<file path="config.mk">
export PLATFORM = sky130hd
export DESIGN_NAME = ps2_scancode_tracker
export DESIGN_NICKNAME = d
export VERILOG_FILES = /design/src/rtl/ps2_scancode_tracker.sv
export SDC_FILE = /design/constraint.sdc
export NUM_CORES = 1
export LEC_CHECK = 0
export CORE_MARGIN = 10
export CORE_UTILIZATION = 40
export DETAILED_ROUTE_END_ITERATION = 8
export SYNTH_ARGS = -nofsm -noshare
export SYNTH_HDL_FRONTEND = slang
export SYNTH_SLANG_ARGS = --single-unit
</file>
<file path="constraint.sdc">
create_clock -name CLOCK_50 -period 5.8 [get_ports CLOCK_50]
set_clock_uncertainty 0.15 [all_clocks]
set_input_delay 0.87 -clock CLOCK_50 [delete_from_list [all_inputs] [get_ports CLOCK_50]]
set_output_delay 0.87 -clock CLOCK_50 [all_outputs]
set_load 0.01 [all_outputs]
</file>
<file path="src/rtl/ps2_scancode_tracker.sv">
// PS/2 Set-2 scan-code sequence parser: turns the raw byte stream into key events
// and tracks held/pressed state for space, enter, '1' and '2'.
module ps2_scancode_tracker #(
    parameter int TIMEOUT_CYCLES = 500000,
    parameter int TW             = 19
) (
    input  logic       CLOCK_50,
    input  logic       reset,
    input  logic [7:0] received_data,
    input  logic       received_data_en,
    output logic       event_valid,
    output logic [7:0] event_code,
    output logic       event_ext,
    output logic       event_break,
    output logic       space_down,
    output logic       enter_down,
    output logic       one_down,
    output logic       two_down,
    output logic       space_hit,
    output logic       enter_hit,
    output logic       one_hit,
    output logic       two_hit
);

    typedef enum logic [2:0] {IDLE, PRE_E0, PRE_F0, PRE_E0F0, SKIP} state_t;

    state_t        state_q, state_d;
    logic [2:0]    skip_q, skip_d;
    logic [TW-1:0] tmo_q, tmo_d;
    logic          ev_valid_q, ev_valid_d;
    logic [7:0]    ev_code_q, ev_code_d;
    logic          ev_ext_q, ev_ext_d;
    logic          ev_brk_q, ev_brk_d;
    // bit order: space, enter, one, two
    logic [3:0]    down_q, down_d;
    logic [3:0]    hit_q, hit_d;

    logic          fire, fire_ext, fire_brk, bat;

    always_ff @(posedge CLOCK_50) begin
        if (reset) begin
            state_q    <= IDLE;
            skip_q     <= '0;
            tmo_q      <= '0;
            ev_valid_q <= 1'b0;
            ev_code_q  <= '0;
            ev_ext_q   <= 1'b0;
            ev_brk_q   <= 1'b0;
            down_q     <= '0;
            hit_q      <= '0;
        end else begin
            state_q    <= state_d;
            skip_q     <= skip_d;
            tmo_q      <= tmo_d;
            ev_valid_q <= ev_valid_d;
            ev_code_q  <= ev_code_d;
            ev_ext_q   <= ev_ext_d;
            ev_brk_q   <= ev_brk_d;
            down_q     <= down_d;
            hit_q      <= hit_d;
        end
    end

    always_comb begin
        state_d  = state_q;
        skip_d   = skip_q;
        tmo_d    = tmo_q;
        fire     = 1'b0;
        fire_ext = 1'b0;
        fire_brk = 1'b0;
        bat      = 1'b0;
        if (received_data_en) begin
            tmo_d = '0;
            case (state_q)
                IDLE: begin
                    case (received_data)
                        8'hE0: state_d = PRE_E0;
                        8'hF0: state_d = PRE_F0;
                        8'hE1: begin
                            state_d = SKIP;
                            skip_d  = 3'd7;
                        end
                        8'hAA: bat = 1'b1;
                        8'h00, 8'hEE, 8'hFA, 8'hFE, 8'hFF: ;
                        default: fire = 1'b1;
                    endcase
                end
                PRE_E0: begin
                    case (received_data)
                        8'hF0: state_d = PRE_E0F0;
                        8'hE0: ;
                        8'hE1, 8'hAA, 8'hFA, 8'hFE: state_d = IDLE;
                        default: begin
                            fire     = 1'b1;
                            fire_ext = 1'b1;
                            state_d  = IDLE;
                        end
                    endcase
                end
                PRE_F0, PRE_E0F0: begin
                    state_d = IDLE;
                    if (received_data != 8'hE0 && received_data != 8'hE1 &&
                        received_data != 8'hF0) begin
                        fire     = 1'b1;
                        fire_brk = 1'b1;
                        fire_ext = (state_q == PRE_E0F0);
                    end
                end
                SKIP: begin
                    skip_d = skip_q - 3'd1;
                    if (skip_q == 3'd1) state_d = IDLE;
                end
                default: state_d = IDLE;
            endcase
        end else if (state_q != IDLE) begin
            // abandon a sequence whose next byte never arrived
            if (tmo_q == TW'(TIMEOUT_CYCLES - 1)) begin
                state_d = IDLE;
                tmo_d   = '0;
                skip_d  = '0;
            end else begin
                tmo_d = tmo_q + TW'(1);
            end
        end
    end

    always_comb begin
        ev_valid_d = fire;
        ev_code_d  = fire ? received_data : ev_code_q;
        ev_ext_d   = fire ? fire_ext : ev_ext_q;
        ev_brk_d   = fire ? fire_brk : ev_brk_q;
        down_d     = down_q;
        if (bat) begin
            down_d = '0;
        end else if (fire) begin
            if (!fire_ext) begin
                case (received_data)
                    8'h29: down_d[0] = ~fire_brk;
                    8'h5A: down_d[1] = ~fire_brk;
                    8'h16: down_d[2] = ~fire_brk;
                    8'h1E: down_d[3] = ~fire_brk;
                    default: ;
                endcase
            end else if (received_data == 8'h5A) begin
                down_d[1] = ~fire_brk;
            end
        end
        hit_d = down_d & ~down_q;
    end

    assign event_valid = ev_valid_q;
    assign event_code  = ev_code_q;
    assign event_ext   = ev_ext_q;
    assign event_break = ev_brk_q;
    assign space_down  = down_q[0];
    assign enter_down  = down_q[1];
    assign one_down    = down_q[2];
    assign two_down    = down_q[3];
    assign space_hit   = hit_q[0];
    assign enter_hit   = hit_q[1];
    assign one_hit     = hit_q[2];
    assign two_hit     = hit_q[3];

endmodule

</file>
### Word level (Yosys, flattened, before mapping)

Index checks and enable logic that the tools add are counted.

| storage, ports and cells | value |
|---|---|
| output and inout bits | 19 |
| memory bits (read-only) | 0 |
| latch bits | 0 |
| bits in writable memories | 0 |
| input port bits | 11 |
| memories | 0 |
| bits in registers | 44 |

| cells by class | value |
|---|---|
| add/subtract/negate cells | 2 |
| shifts and indexed selects | 0 |
| equality and inequality tests | 26 |
| bitwise gates (word level) | 3 |
| div/mod/pow operators | 0 |
| mux-type cells | 32 |
| reduce and logical (&&, ||, !) cells | 13 |
| multipliers | 0 |
| $lt $le $gt $ge | 0 |

Operators with widths:

| operator | count |
|---|---|
| $eq A8 B8 Y1 const B | 8 |
| $ne A8 B8 Y1 const B | 3 |
| $add A19 B1 Y19 const B | 1 |
| $eq A19 B19 Y1 const B | 1 |
| $mux W19 | 1 |
| $mux W3 | 6 |
| $pmux W3 S3 | 2 |
| $eq A8 B5 Y1 const B | 2 |
| $mux W1 | 16 |
| $pmux W3 S2 | 2 |
| $ne A3 B3 Y1 const B | 3 |
| $reduce_or A9 Y1 | 1 |
| $eq A8 B6 Y1 const B | 1 |
| $eq A8 B7 Y1 const B | 1 |
| $logic_not A8 Y1 | 1 |
| $mux W4 | 2 |
| $eq A3 B1 Y1 const B | 2 |
| $eq A3 B2 Y1 const B | 2 |
| $reduce_or A6 Y1 | 1 |
| $ne A5 B5 Y1 const B | 1 |
| $reduce_and A5 Y1 | 1 |
| $and A4 B4 Y4 | 1 |
| $not A4 Y4 | 1 |
| $reduce_and A4 Y1 | 1 |
| other kinds (12) | 15 |

### Longest topological paths before layout

| logic depth | value |
|---|---|
| depth in word-level cells | 12 |
| gate-level depth with buffers | 8 |
| depth with buffers taken out | 6 |

### Least setup slack after synthesis

No wires, ideal clock.

| timing | value |
|---|---|
| kind | input -> register |
| start | input received_data[2] |
| end | register state_q[0] |
| setup time | 116 ps |
| slack | 3240 ps |
| stages | 6 |
| buffers on the path | 1 |
| arrival time | 2294 ps |
| data required time | 5534 ps |
| cell sequence | buf_6 > nor4b_4 > a31oi_2 > o311a_1 > o311a_1 > a41o_1 |

| on the way | value |
|---|---|
| cells in the longest elaborated chain, start to end | 4 |
| elaborated cells on any way between the ends | 10 |
| those cells by class | 5 x eq/ne; 4 x mux; 1 x reduce/logical |

Ends and longest elaborated chain:

| item | line | text |
|---|---|---|
| start: declaration | 9 | `input logic [7:0] received_data,` |
| $eq A8 B8 Y1 (on tied branches) | 76, 89 |  |
| $pmux W3 S3 / $pmux W3 S2 (equally long branches) | 76, 89 |  |
| $pmux W3 S3 | 74 | `case (state_q)` |
| $mux W3 | 72 | `if (received_data_en) begin` |
| end signal: assignment | 52 | `state_q <= state_d;` |
| end: declaration | 27 | `state_t state_q, state_d;` |

Several ways; a longest one is shown, not always the timed one. The select of a mux whose other input is x is not followed.
A chain may end at the register's enable or synchronous reset.

### Final worst setup path

| timing | value |
|---|---|
| start | input received_data[3] |
| end | register ev_code_q[5] (netlist: event_code[5]) |

| on the way | value |
|---|---|
| cells in the longest elaborated chain, start to end | 6 |
| elaborated cells on any way between the ends | 21 |
| those cells by class | 11 x eq/ne; 5 x mux; 5 x reduce/logical |

Ends and longest elaborated chain:

| item | line | text |
|---|---|---|
| branches (longest 4 deep; another with $reduce_or A9 Y1) | -- |  |
| $pmux W1 S3 * | 74 |  |
| $mux W1 * | 72 |  |
| end signal: assignment | 56 | `ev_code_q <= ev_code_d;` |
| end: declaration | 31 | `logic [7:0] ev_code_q, ev_code_d;` |

Mark *: on every way between the ends.

==> impl_metrics.yaml <==
run_status:
  status: "finished, final reports clean"
sta:
  hold_slack_ns: 0.309
  tns_ns: 0
  setup_viol: 0
  maxSlewViolCount: 0
  max_freq_mhz: 284
  hold_viol_final: 0
  worst_pin_slew_ns: 1.24
  fin_crit_ns: 3.53
  rsz0062_at_grt: "no"
  period_share: 0.608
  max-slew-margin-rel: 0.167
floorplanning:
  core_mm2: 0.00554
  die_x_um: 95.7
  die_h_um: 95.7
  dieArea_mm2: 0.00916
  initial_core_util: 0.414
  std_cell_rows: 27
  pin_count: 30
setup_path:
  cp-start-kind: "input port"
  cp_top_family: "compound AO/OA/AOI/OAI gates"
  cpPeakStageDelay_ns: 1.01
  reg2reg_to: "event_code[5]"
  crit_fanout: 12
  critPathSlowestCell: "a31oi_1"
  worstPathCellList: "clkdlybuf4s50_1 -> nor4b_4 -> a31oi_1 -> nand3_1 -> a31oi_1 -> mux2i_1"
  critPathKind: "input port to flip-flop"
  arrival_ns: 3.59
  reg2reg_depth: 5
  r2r-start: "state_q[0]"
  critPathBufInv: 1
  cp_common_cell: "a31oi_1"
  crit_required_ns: 5.86
  regToRegSetupSlack_ns: 3.12
  setup.worst_path.end_class: "flip-flop"
synthesis:
  syn_nets: 276
  synth_warnings: 0
  synth-async-reset-ratio: 0
  synth.top_cells.by_area: "dfxtp_1 38%, nand2_1 5.7%, mux2i_1 5.2%"
  syn_area_mm2: 0.00229
  syn_area_per_cell_um2: 8.75
  synth_top_area_cell: "dfxtp_1"
  synth-seq-cells: 44
  synth-edff-count: 0
  yosysUniqueCellTypes: 57
  synth_cells: 262
  ys_top_cells_by_count: "44 x dfxtp_1, 35 x nand2_1, 29 x nor2_1, 13 x nand3_1, 13 x xnor2_1"
  seq_area_frac_synth: 0.384
  synth_flop_cell: "dfxtp_1"
  yosysMostFrequentCell: "dfxtp_1"
  synth.top_cell.area_share: 0.384
routing:
  wl_per_cell_um: 14.1
  dr_total_vias: 1880
  dr.pass1.iters: 4
  ant_nets: 0
  viasPerCell: 5.28
  wl_mm: 5.01
  drc_errors: 0
  drt-initial-drc-count: 67
clocking:
  cts_buffer_depth: 2
  h-tree-depth: 2
  ctsResizeCount: 0
  holdBufCountCts: 0
  cts_tree: "built"
  cts_num_sinks: 44
  clk_pin_slew_ns: 0.08
  root_buffer: "clkbuf_8"
  numCtsBuffers: 5
  cts_setup_buffers: 0
  clk-insertion-delay-late_ns: 0.29
place:
  portBuffers: 29
  dp_hpwl_mm: 3.66
  gp_congestion: 0.791
global_routing:
  grt-ovfl-total: 0
  grtUsageTotal: 0.114
  grt_pass1_wl_mm: 8.58
  grt_pass1_vias: 1869
  antenna_found_initial: 0
  grt_start_max_net_pins: 22
final_layout:
  fillerInstances: 551
  register_area_um2: 881
  multi_input_area_mm2: 0.00129
  fin_nets: 298
  drive_above_1_share: 0.0880
  antenna_cells: 0
  area_growth_syn_to_layout_pct: 16.5
power:
  ir_drop_mv: 0.144
  p_leak_uw: 0.000894
  power_density_mw_per_mm2: 217
min_path:
  worstHoldStart: "down_q[3]"
  whs_path_depth: 1
  hp-class: "flip-flop to flip-flop"
  holdPathEnd: "hit_q[3]"
flow_run:
  max_cap_violations: 0
[final cells by class]
| class | instances | share of cell area |
|---|---|---|
| clock buffers | 7 | 0.0361 |
| well taps | 72 | 0.0337 |
| multi-input cells | 198 | 0.483 |
| repair buffers | 29 | 0.109 |
| inverters | 6 | 0.00843 |
| flip-flops and latches | 44 | 0.330 |
[worst register-to-register path, stage by stage, from the launching register on]
cell and delay (ns):
dfxtp_1 0.41, or3_1 0.55, a21oi_1 0.17, nand4_1 0.13, a31oi_1 0.90, mux2i_1 0.29
[logic make-up after synthesis]
kind of cell,after synthesis,synth area share
AOI/OAI and AO/OA,33,0.119
xor gates and xnor gates,19,0.0726
adders and majority gates,3,0.0164
buffers and inverters,20,0.0524
DFF,44,0.384
muxes,13,0.0573
and+or+nand+nor,130,0.298
[report_power, final]
part           switching, uW  internal, uW  leakage [uW]
Combinational           36.9          28.2      0.000488
Clock                   97.0           106     0.0000503
Sequential              3.87           307      0.000356
Total                    138           442      0.000894
[placed cells by master, fill, tap and decap left out, drive strengths merged, types with 7 or more instances in the layout]
cell type and count:
dfxtp 44, nand2 36, nor2 30, clkdlybuf4s50 29, nand3 13, xnor2 13
mux2i 12, nor4 10, nor3 9, clkbuf 7
[registers in the layout, summed over array words and instances, names as in the netlist]
signal,cells
event_ext,1
skip_q,3
state_q,3
down_q,4
tmo_q,19
hit_q,4
event_code,8
event_valid,1
event_break,1
[worst max path at each step]
stage | end | startpoint | cells past startpoint | slack [ns]
6_report | event_code[5] | received_data[3] | 6 | 2.27
4_1_cts | event_code[5] | received_data[3] | 6 | 2.32
5_1_grt | event_code[5] | received_data[3] | 6 | 2.06
3_3_place_gp | event_code[1] | received_data[3] | 6 | 2.11
2_1_floorplan | state_q[0] | received_data[2] | 6 | 3.24
3_5_place_dp | event_code[0] | received_data[3] | 6 | 2.00
[through the flow]
stage               cell area (um2)  total power (uW)  worst slack (ns)   util  instances
detailed placement             2570               383              2.00  0.465        349
global placement               2570               383              2.11  0.465        349
CTS                            2670               588              2.32  0.482        356
floorplan                      2290               360              3.24      -        262
finish                         2670               579              2.27  0.482        356
global route                   2670               605              2.06  0.482        356
[routing by layer]
layer,part of all wire,GRT usage,vias to the layer above
li1,-,-,974
met5,0,0,-
met1,0.45,0.133,869
met4,0.0092,0.0319,0
met2,0.48,0.191,32
met3,0.060,0.0436,5
Note: power is estimated with default switching activity, not from simulation.
